### src/rtl/digit_serial_adder_if.sv
// Operand/result bundle for digit_serial_adder: start/busy/done handshake plus
// operands and registered results.
interface digit_serial_adder_if #(
  parameter int WIDTH = 8
);
  logic             start;
  logic             sub;
  logic [WIDTH-1:0] x;
  logic [WIDTH-1:0] y;
  logic             cin;
  logic             busy;
  logic             done;
  logic [WIDTH-1:0] Sum;
  logic             Carry;
  logic             Overflow;

  modport master (
    output start, sub, x, y, cin,
    input  busy, done, Sum, Carry, Overflow
  );

  modport slave (
    input  start, sub, x, y, cin,
    output busy, done, Sum, Carry, Overflow
  );
endinterface

### src/rtl/digit_serial_adder.sv
// Digit-serial adder/subtractor: DIGIT bits per clock through a chain of full
// adder cells, one carry flip-flop between digits, results registered on DONE.
module digit_serial_adder #(
  parameter int WIDTH = 8,
  parameter int DIGIT = 1
) (
  input  logic                 clk,
  input  logic                 rst,
  digit_serial_adder_if.slave  bus
);

  localparam int NDIG = WIDTH / DIGIT;
  localparam int KW   = (NDIG > 1) ? $clog2(NDIG) : 1;

  typedef enum logic [1:0] {
    S_IDLE = 2'b00,
    S_RUN  = 2'b01,
    S_DONE = 2'b10
  } state_t;

  state_t           state_q, state_d;
  logic [WIDTH-1:0] a_q, b_q, acc_q;
  logic             c_q;
  logic             sub_q;
  logic [KW-1:0]    k_q;
  logic [WIDTH-1:0] sum_q;
  logic             carry_q, ovf_q;

  logic             accept, last;
  logic [DIGIT-1:0] a_dig, b_dig, s_dig;
  logic [DIGIT:0]   ch;
  logic [WIDTH-1:0] acc_d;

  assign accept = bus.start && (state_q != S_RUN);
  assign last   = (k_q == KW'(NDIG - 1));

  // Digit datapath. Digit k is picked with constant-base slices so operands
  // stay untouched for the whole operation.
  // NOTE: every variable driven here gets a default first, so no path through
  // the loops can leave one unassigned and infer a latch.
  always_comb begin
    a_dig = '0;
    b_dig = '0;
    s_dig = '0;
    ch    = '0;
    acc_d = acc_q;
    for (int d = 0; d < NDIG; d++) begin
      if (k_q == KW'(d)) begin
        a_dig = a_q[d*DIGIT +: DIGIT];
        b_dig = b_q[d*DIGIT +: DIGIT];
      end
    end
    ch[0] = c_q;
    for (int i = 0; i < DIGIT; i++) begin
      s_dig[i]  = a_dig[i] ^ b_dig[i] ^ ch[i];
      ch[i+1]   = (a_dig[i] & b_dig[i]) | (ch[i] & (a_dig[i] ^ b_dig[i]));
    end
    for (int d = 0; d < NDIG; d++) begin
      if (k_q == KW'(d)) acc_d[d*DIGIT +: DIGIT] = s_dig;
    end
  end

  always_comb begin
    state_d = state_q;
    case (state_q)
      S_IDLE, S_DONE: state_d = accept ? S_RUN : S_IDLE;
      S_RUN:          if (last) state_d = S_DONE;
      default:        state_d = S_IDLE;
    endcase
  end

  // NOTE: sequential state uses non-blocking assignments only, so every
  // register samples pre-edge values regardless of statement order.
  always_ff @(posedge clk) begin
    if (rst) begin
      state_q <= S_IDLE;
      a_q     <= '0;
      b_q     <= '0;
      acc_q   <= '0;
      c_q     <= 1'b0;
      sub_q   <= 1'b0;
      k_q     <= '0;
      sum_q   <= '0;
      carry_q <= 1'b0;
      ovf_q   <= 1'b0;
    end else begin
      state_q <= state_d;
      if (accept) begin
        // Subtraction is x + ~y + ~cin; sub_q restores borrow polarity at the end.
        a_q   <= bus.x;
        b_q   <= bus.y ^ {WIDTH{bus.sub}};
        c_q   <= bus.cin ^ bus.sub;
        sub_q <= bus.sub;
        k_q   <= '0;
      end else if (state_q == S_RUN) begin
        acc_q <= acc_d;
        c_q   <= ch[DIGIT];
        k_q   <= last ? '0 : k_q + KW'(1);
        if (last) begin
          sum_q   <= acc_d;
          carry_q <= ch[DIGIT] ^ sub_q;
          ovf_q   <= ch[DIGIT-1] ^ ch[DIGIT];
        end
      end
    end
  end

  assign bus.busy     = (state_q == S_RUN);
  assign bus.done     = (state_q == S_DONE);
  assign bus.Sum      = sum_q;
  assign bus.Carry    = carry_q;
  assign bus.Overflow = ovf_q;

endmodule

### src/flat_wrapper.sv
// flat-port wrapper written by rule: the top's interface ports become plain ports
module digit_serial_adder_flat 
#(
  parameter int WIDTH = 8,
  parameter int DIGIT = 1
)
  (clk, rst, bus_start, bus_sub, bus_x, bus_y, bus_cin, bus_busy, bus_done, bus_Sum, bus_Carry, bus_Overflow);
  digit_serial_adder_if #(.WIDTH(WIDTH)) bus_i ();
  input  logic clk;
  input  logic rst;
  input wire logic [$bits(bus_i.start)-1:0] bus_start;
  input wire logic [$bits(bus_i.sub)-1:0] bus_sub;
  input wire logic [$bits(bus_i.x)-1:0] bus_x;
  input wire logic [$bits(bus_i.y)-1:0] bus_y;
  input wire logic [$bits(bus_i.cin)-1:0] bus_cin;
  output wire logic [$bits(bus_i.busy)-1:0] bus_busy;
  output wire logic [$bits(bus_i.done)-1:0] bus_done;
  output wire logic [$bits(bus_i.Sum)-1:0] bus_Sum;
  output wire logic [$bits(bus_i.Carry)-1:0] bus_Carry;
  output wire logic [$bits(bus_i.Overflow)-1:0] bus_Overflow;
  assign bus_i.start = bus_start;
  assign bus_i.sub = bus_sub;
  assign bus_i.x = bus_x;
  assign bus_i.y = bus_y;
  assign bus_i.cin = bus_cin;
  assign bus_busy = bus_i.busy;
  assign bus_done = bus_i.done;
  assign bus_Sum = bus_i.Sum;
  assign bus_Carry = bus_i.Carry;
  assign bus_Overflow = bus_i.Overflow;
  digit_serial_adder #(.WIDTH(WIDTH), .DIGIT(DIGIT)) u_core (.clk(clk), .rst(rst), .bus(bus_i));
endmodule
### config.mk
export PLATFORM = sky130hd
export DESIGN_NAME = digit_serial_adder_flat
export DESIGN_NICKNAME = d
export VERILOG_FILES = /design/src/rtl/digit_serial_adder_if.sv /design/src/rtl/digit_serial_adder.sv /design/src/flat_wrapper.sv
export SDC_FILE = /design/constraint.sdc
export NUM_CORES = 1
export LEC_CHECK = 0
export CAP_MARGIN = 20
export CORE_UTILIZATION = 30
export DETAILED_ROUTE_END_ITERATION = 7
export GPL_TIMING_DRIVEN = 0
export PLACE_DENSITY_LB_ADDON = 0.1
export SYNTH_ARGS = -nofsm -noshare
export SYNTH_HDL_FRONTEND = slang
export SYNTH_SLANG_ARGS = --single-unit
export TNS_END_PERCENT = 5
### constraint.sdc
create_clock -name clk -period 3.5 [get_ports clk]
set_input_delay 0.7 -clock clk [delete_from_list [all_inputs] [get_ports clk]]
set_output_delay 0.7 -clock clk [all_outputs]
set_load 0.005 [all_outputs]
==> results of run 1 <==
-- routing by layer --
metal / track usage (%) / routed length (um) / up-vias
li1: - / - / 881
met1: 20.6 / 2560 / 756
met2: 22.3 / 2100 / 27
met3: 3.46 / 178 / 6
met4: 5.64 / 78 / 0
met5: 0 / 0 / -
-- sequential cells by signal, summed over array words and instances, names as in the netlist --
register and cells:
u_core.a_q 8, u_core.acc_q 7, u_core.sub_q 1, u_core.bus.Overflow 1
u_core.k_q 3, u_core.b_q 8, u_core.c_q 1, u_core.bus.Carry 1
u_core.state_q 2, u_core.bus.Sum 8
-- cells by family (layout without fill, tap and decap cells) --
family,after synthesis,in the layout,share of synthesized area (%)
compound gates,67,67,23.2
xor+xnor,11,11,4.79
fa+ha+maj,7,7,4.73
buf+inv,27,63,7.72
flops,40,40,39.9
mux,2,2,0.996
simple gates,81,81,18.7
-- report_power, final --
part           total (uW)  switching [uW]  internal, uW  leakage [uW]
Combinational         167            91.8          75.7      0.000481
Sequential            487            12.1           475      0.000326
Clock                 291             155           136     0.0000410
-- per-stage QoR --
step | area (um2) | power (uW) | setup slack [ns] | hold slack, ns | instances
2_1_floorplan | 2010 | 610 | 0.769 | 0.436 | 235
3_3_place_gp | 2400 | 667 | 0.226 | 0.442 | 341
3_5_place_dp | 2400 | 666 | 0.267 | 0.446 | 341
4_1_cts | 2470 | 958 | 0.242 | 0.457 | 348
5_1_grt | 2470 | 995 | 0.105 | 0.479 | 348
6_report | 2470 | 945 | 0.361 | 0.454 | 348
-- cell type report --
type	instances	area (um2)
fill	673	3950
multi-input combinational	168	1050
sequential	40	801
timing repair buffer	29	290
buffer	19	124
tap	77	96.3
clock buffer	6	72.6
inverter	8	32.5
clock inverter	1	5.00
-- worst max-delay path by stage --
stage,cells after the start,slack (ns),endpoint
final,12,0.36,u_core.bus.Sum[3]$_SDFFE_PP0P_
after floorplan,12,0.77,u_core.bus.Sum[1]$_SDFFE_PP0P_
after global placement,12,0.23,u_core.bus.Sum[3]$_SDFFE_PP0P_
after detailed placement,12,0.27,u_core.bus.Sum[3]$_SDFFE_PP0P_
after CTS,12,0.24,u_core.bus.Sum[3]$_SDFFE_PP0P_
after global routing,12,0.11,u_core.bus.Sum[3]$_SDFFE_PP0P_
-- cells in the final DEF, fill, tap and decap left out, types with 3 or more instances in the layout --
cell,n
nand2_1,42
dfxtp_1,40
a21oi_1,35
a31oi_1,4
nand2b_1,3
clkbuf_1,7
a211oi_2,8
buf_6,5
clkbuf_8,5
o211ai_1,5
nor2_1,17
ha_1,6
clkdlybuf4s50_1,29
xnor2_1,11
a311oi_1,5
inv_1,7
buf_2,5
nor2b_1,4
nor3_1,3
-- worst max-delay path: cells and delay by family, from the launching register on --
family | cells | cell delay, ns
adders and majority gates | 2 | 0.87
AOI/OAI and AO/OA | 4 | 0.85
DFF | 1 | 0.37
muxes | 1 | 0.09
buffers and inverters | 4 | 0.75
and+or+nand+nor | 1 | 0.07
==> impl_metrics.json, run 1 <==
{
  "min_path_cells": 2,
  "finalWeightedCongestion": 0.766,
  "antenna_cells_inserted": 0,
  "slew_viol_final": 0,
  "path_cells": "buf_4, inv_1, ha_1, clkbuf_1, a2111oi_0, o32a_1, mux2i_1, fa_1, clkbuf_2, nand2_1, o211ai_1, a21oi_1",
  "drt_first_iter_violations": 69,
  "synth.distinct_cells": 39,
  "status": "complete, but fails checks",
  "relSlewSlack_pct": 59.3,
  "finalHoldViolCount": 0,
  "worstPathRequired_ns": 3.66,
  "ys_top_cells_by_area": "dfxtp_1 40%, a21oi_1 8.7%, nand2_1 7.8%",
  "routedWlPerCell_um": 14.1,
  "die_w_um": 83.8,
  "fmax_mhz": 319,
  "cp_slowest_stage_delay_ns": 0.68,
  "post_cts_buffers": 0,
  "dr.pass1.iters": 6,
  "die_y_um": 83.8,
  "core_area_um2": 6420,
  "synth_cells": 235,
  "worst_pin_slew_ns": 0.610,
  "cts-resized-gates": 0,
  "synth.largest_area_cell": "dfxtp_1",
  "clock-sinks": 40,
  "layout-drive-gt1-share_pct": 11.4,
  "min_to": "u_core.bus.Sum[0]$_SDFFE_PP0P_",
  "grt_pass1_vias": 1572,
  "rows": 29,
  "worstPathArrival_ns": 3.30,
  "period_share_pct": 89.7,
  "end_kind": "register",
  "wirelength_um": 4910,
  "clock_skew_ns": 0.00515,
  "setup_viol": 0,
  "slowest_stage": "fa_1",
  "synthToLayoutAreaGrowth_pct": 23.2,
  "worstSetupStartpoint": "u_core.k_q[2]$_SDFFE_PP0P_",
  "worstSetupPathType": "register to register",
  "synth_warnings": 0,
  "rsz0062_at_grt": "no",
  "synth_edf_count": 0,
  "ys.flop_type": "dfxtp_1",
  "start_util_pct": 31.3,
  "dp_hpwl_um": 3480,
  "synth_top_area_share_pct": 39.9,
  "drc": 2,
  "cts_tree": "built",
  "async_flop_share_pct": 0,
  "antenna_left": 0,
  "syn_area_um2": 2010,
  "irDropWorstVdd_mv": 0.135,
  "grt_pass1_wl_um": 8130,
  "holdCritStartpoint": "u_core.bus.Sum[0]$_SDFFE_PP0P_",
  "crit_fanout": 10,
  "vias": 1670,
  "critical_path.startpoint_type": "register",
  "grt_max_degree": 12,
  "fin_crit_ns": 3.14,
  "reg2regPathDepth": 12,
  "cts.clk_slew.worst_paths_ns": 0.07,
  "power.density_nw_per_um2": 382,
  "finalSetupTns_ns": 0,
  "vias_per_cell": 4.80,
  "timing.rr.start": "u_core.k_q[2]$_SDFFE_PP0P_",
  "ys_seq_area_share_pct": 39.9,
  "clock_latency_ns": 0.29,
  "grt_usage_pct": 14.9,
  "r2r_slack_ns": 0.36,
  "maxCapViolations": 0,
  "cts_buffers": 5,
  "synth_commonest_cells": "42 x nand2_1, 40 x dfxtp_1, 35 x a21oi_1",
  "cts_root_buf": "clkbuf_8",
  "grt-ovfl-total": 0,
  "power_leakage_uw": 0.000848,
  "synth-seq-cells": 40,
  "htree_num_levels": 2,
  "r2r_end": "u_core.bus.Sum[3]$_SDFFE_PP0P_",
  "antenna_found_initial": 0,
  "final_util_pct": 38.5,
  "final_nets": 299,
  "syn_nets": 263,
  "die-area_um2": 7030,
  "violations": "DRC",
  "synth_area_per_cell_um2": 8.55,
  "ioPinCount": 33,
  "postCtsHoldBufs": 0,
  "cts_buffer_depth": 2,
  "yosysMostFrequentCell": "nand2_1",
  "port_buffers": 29,
  "hold_path_class": "register to register"
}
No activity file was read; power rests on OpenSTA's default activity.
==> run 2, diff against run 1 <==
==> constraint.sdc (replaced) <==
create_clock -name clk -period 3.2 [get_ports clk]
set_input_delay 0.64 -clock clk [delete_from_list [all_inputs] [get_ports clk]]
set_output_delay 0.64 -clock clk [all_outputs]
set_load 0.005 [all_outputs]
==> impl_metrics.json, run 2 (synthesis gave the netlist of run 1 again) <==
{
  "routedWlPerCell_um": 14.2,
  "cp_slowest_stage_delay_ns": 0.59,
  "die-area_um2": 7030,
  "critical_path.startpoint_type": "register",
  "hold_path_class": "register to register",
  "core_area_um2": 6420,
  "post_cts_buffers": 0,
  "drt_first_iter_violations": 72,
  "violations": "DRC",
  "cts_tree": "built",
  "hold_slack_ns": 0.454,
  "period_share_pct": 92.5,
  "clock_latency_ns": 0.29,
  "antenna_found_initial": 0,
  "clock_skew_ns": 0.00596,
  "power_leakage_uw": 0.000849,
  "start_util_pct": 31.3,
  "fmax_mhz": 338,
  "setup_viol": 0,
  "grt_max_degree": 12,
  "vias": 1675,
  "antenna_left": 0,
  "dr.pass1.iters": 6,
  "cts_root_buf": "clkbuf_8",
  "clock-sinks": 40,
  "htree_num_levels": 2,
  "finalHoldViolCount": 0,
  "ioPinCount": 33,
  "instances_no_fill": 347,
  "irDropWorstVdd_mv": 0.148,
  "rows": 29,
  "path_cells": "inv_1, ha_1, buf_2, nor2b_2, a32o_1, o31ai_1, fa_2, buf_2, nand2_1, o211ai_1, a21oi_1",
  "finalWeightedCongestion": 0.766,
  "grt_pass1_wl_um": 8130,
  "dp_hpwl_um": 3480,
  "final_nets": 298,
  "cts.clk_slew.worst_paths_ns": 0.07,
  "final_cell_mix": "42 x nand2_1, 40 x dfxtp_1, 35 x a21oi_1",
  "power.density_nw_per_um2": 419,
  "rsz0062_at_grt": "no",
  "postCtsHoldBufs": 0,
  "cp_common_cell": "buf_2",
  "die_y_um": 83.8,
  "grt_usage_pct": 14.9,
  "vias_per_cell": 4.83,
  "worstPathRequired_ns": 3.43,
  "worstSetupPathType": "register to register",
  "relSlewSlack_pct": 59.6,
  "placedCellCount": 341,
  "grt_pass1_vias": 1572,
  "crit_buf_inv": 3,
  "drc": 2,
  "totalPowerFinal_uw": 1040,
  "cts_buffers": 5,
  "worst_pin_slew_ns": 0.606,
  "layout-drive-gt1-share_pct": 12.2,
  "end_kind": "register",
  "port_buffers": 29,
  "wirelength_um": 4930,
  "grt-ovfl-total": 0,
  "antenna_cells_inserted": 0,
  "synthToLayoutAreaGrowth_pct": 23.4,
  "die_w_um": 83.8,
  "crit_fanout": 10,
  "status": "complete, but fails checks",
  "maxCapViolations": 0,
  "fin_crit_ns": 2.96,
  "cts-resized-gates": 1,
  "layout_commonest_cell": "nand2_1",
  "cts_buffer_depth": 2,
  "worstPathArrival_ns": 3.19,
  "crit_family": "compound AO/OA/AOI/OAI gates",
  "slowest_stage": "fa_2",
  "slew_viol_final": 0
}
## run 2: layer usage
layer | vias up | routed length (um) | GRT usage [%]
met5 | - | 0 | 0
met2 | 27 | 2120 | 22.3
li1 | 882 | - | -
met4 | 0 | 78 | 5.64
met3 | 7 | 182 | 3.46
met1 | 759 | 2550 | 20.6
## run 2: where the power goes
group | internal, uW | total, uW | switching (uW) | leakage (uW)
clock network | 148 | 321 | 173 | 0.0000410
registers | 519 | 532 | 13.2 | 0.000326
logic | 84.9 | 186 | 101 | 0.000482
total | 752 | 1040 | 287 | 0.000849
## run 2: worst reg2reg max path, cell delays in order, from the launching register on
cell      delay, ns
dfxtp_1        0.38
inv_1          0.11
ha_1           0.26
buf_2          0.20
nor2b_2        0.21
a32o_1         0.28
o31ai_1        0.35
fa_2           0.59
buf_2          0.22
nand2_1        0.07
o211ai_1       0.09
a21oi_1        0.14
## run 2: layout make-up
type / instances / area, um2
fillers: 674 / 3940
multi-input cells: 168 / 1060
flip-flops and latches: 40 / 801
repair buffers: 29 / 290
plain buffers: 18 / 120
well taps: 77 / 96.3
clock buffers: 6 / 72.6
inverters: 8 / 32.5
clock inverters: 1 / 5.00
## run 2: worst paths after layout
path / from / endpoint / slack (ns) / cells past startpoint
max: u_core.k_q[0]$_SDFFE_PP0P_ / u_core.bus.Sum[3]$_SDFFE_PP0P_ / 0.24 / 11
min: u_core.bus.Sum[0]$_SDFFE_PP0P_ / u_core.bus.Sum[0]$_SDFFE_PP0P_ / 0.45 / 2
max reg2reg: u_core.k_q[0]$_SDFFE_PP0P_ / u_core.bus.Sum[3]$_SDFFE_PP0P_ / 0.24 / 11
min reg2reg: u_core.bus.Sum[0]$_SDFFE_PP0P_ / u_core.bus.Sum[0]$_SDFFE_PP0P_ / 0.45 / 2
## run 2: stage by stage
| stage | TNS [ns] | setup WS [ns] | area [um2] | util (%) |
|---|---|---|---|---|
| after floorplan | 0 | 0.469 | 2010 | - |
| after global placement | -0.300 | -0.0740 | 2400 | 37.3 |
| after detailed placement | -0.0970 | -0.0330 | 2400 | 37.3 |
| after CTS | 0 | 0.0680 | 2470 | 38.5 |
| after global routing | 0 | 0.0381 | 2480 | 38.6 |
| final | 0 | 0.241 | 2480 | 38.6 |
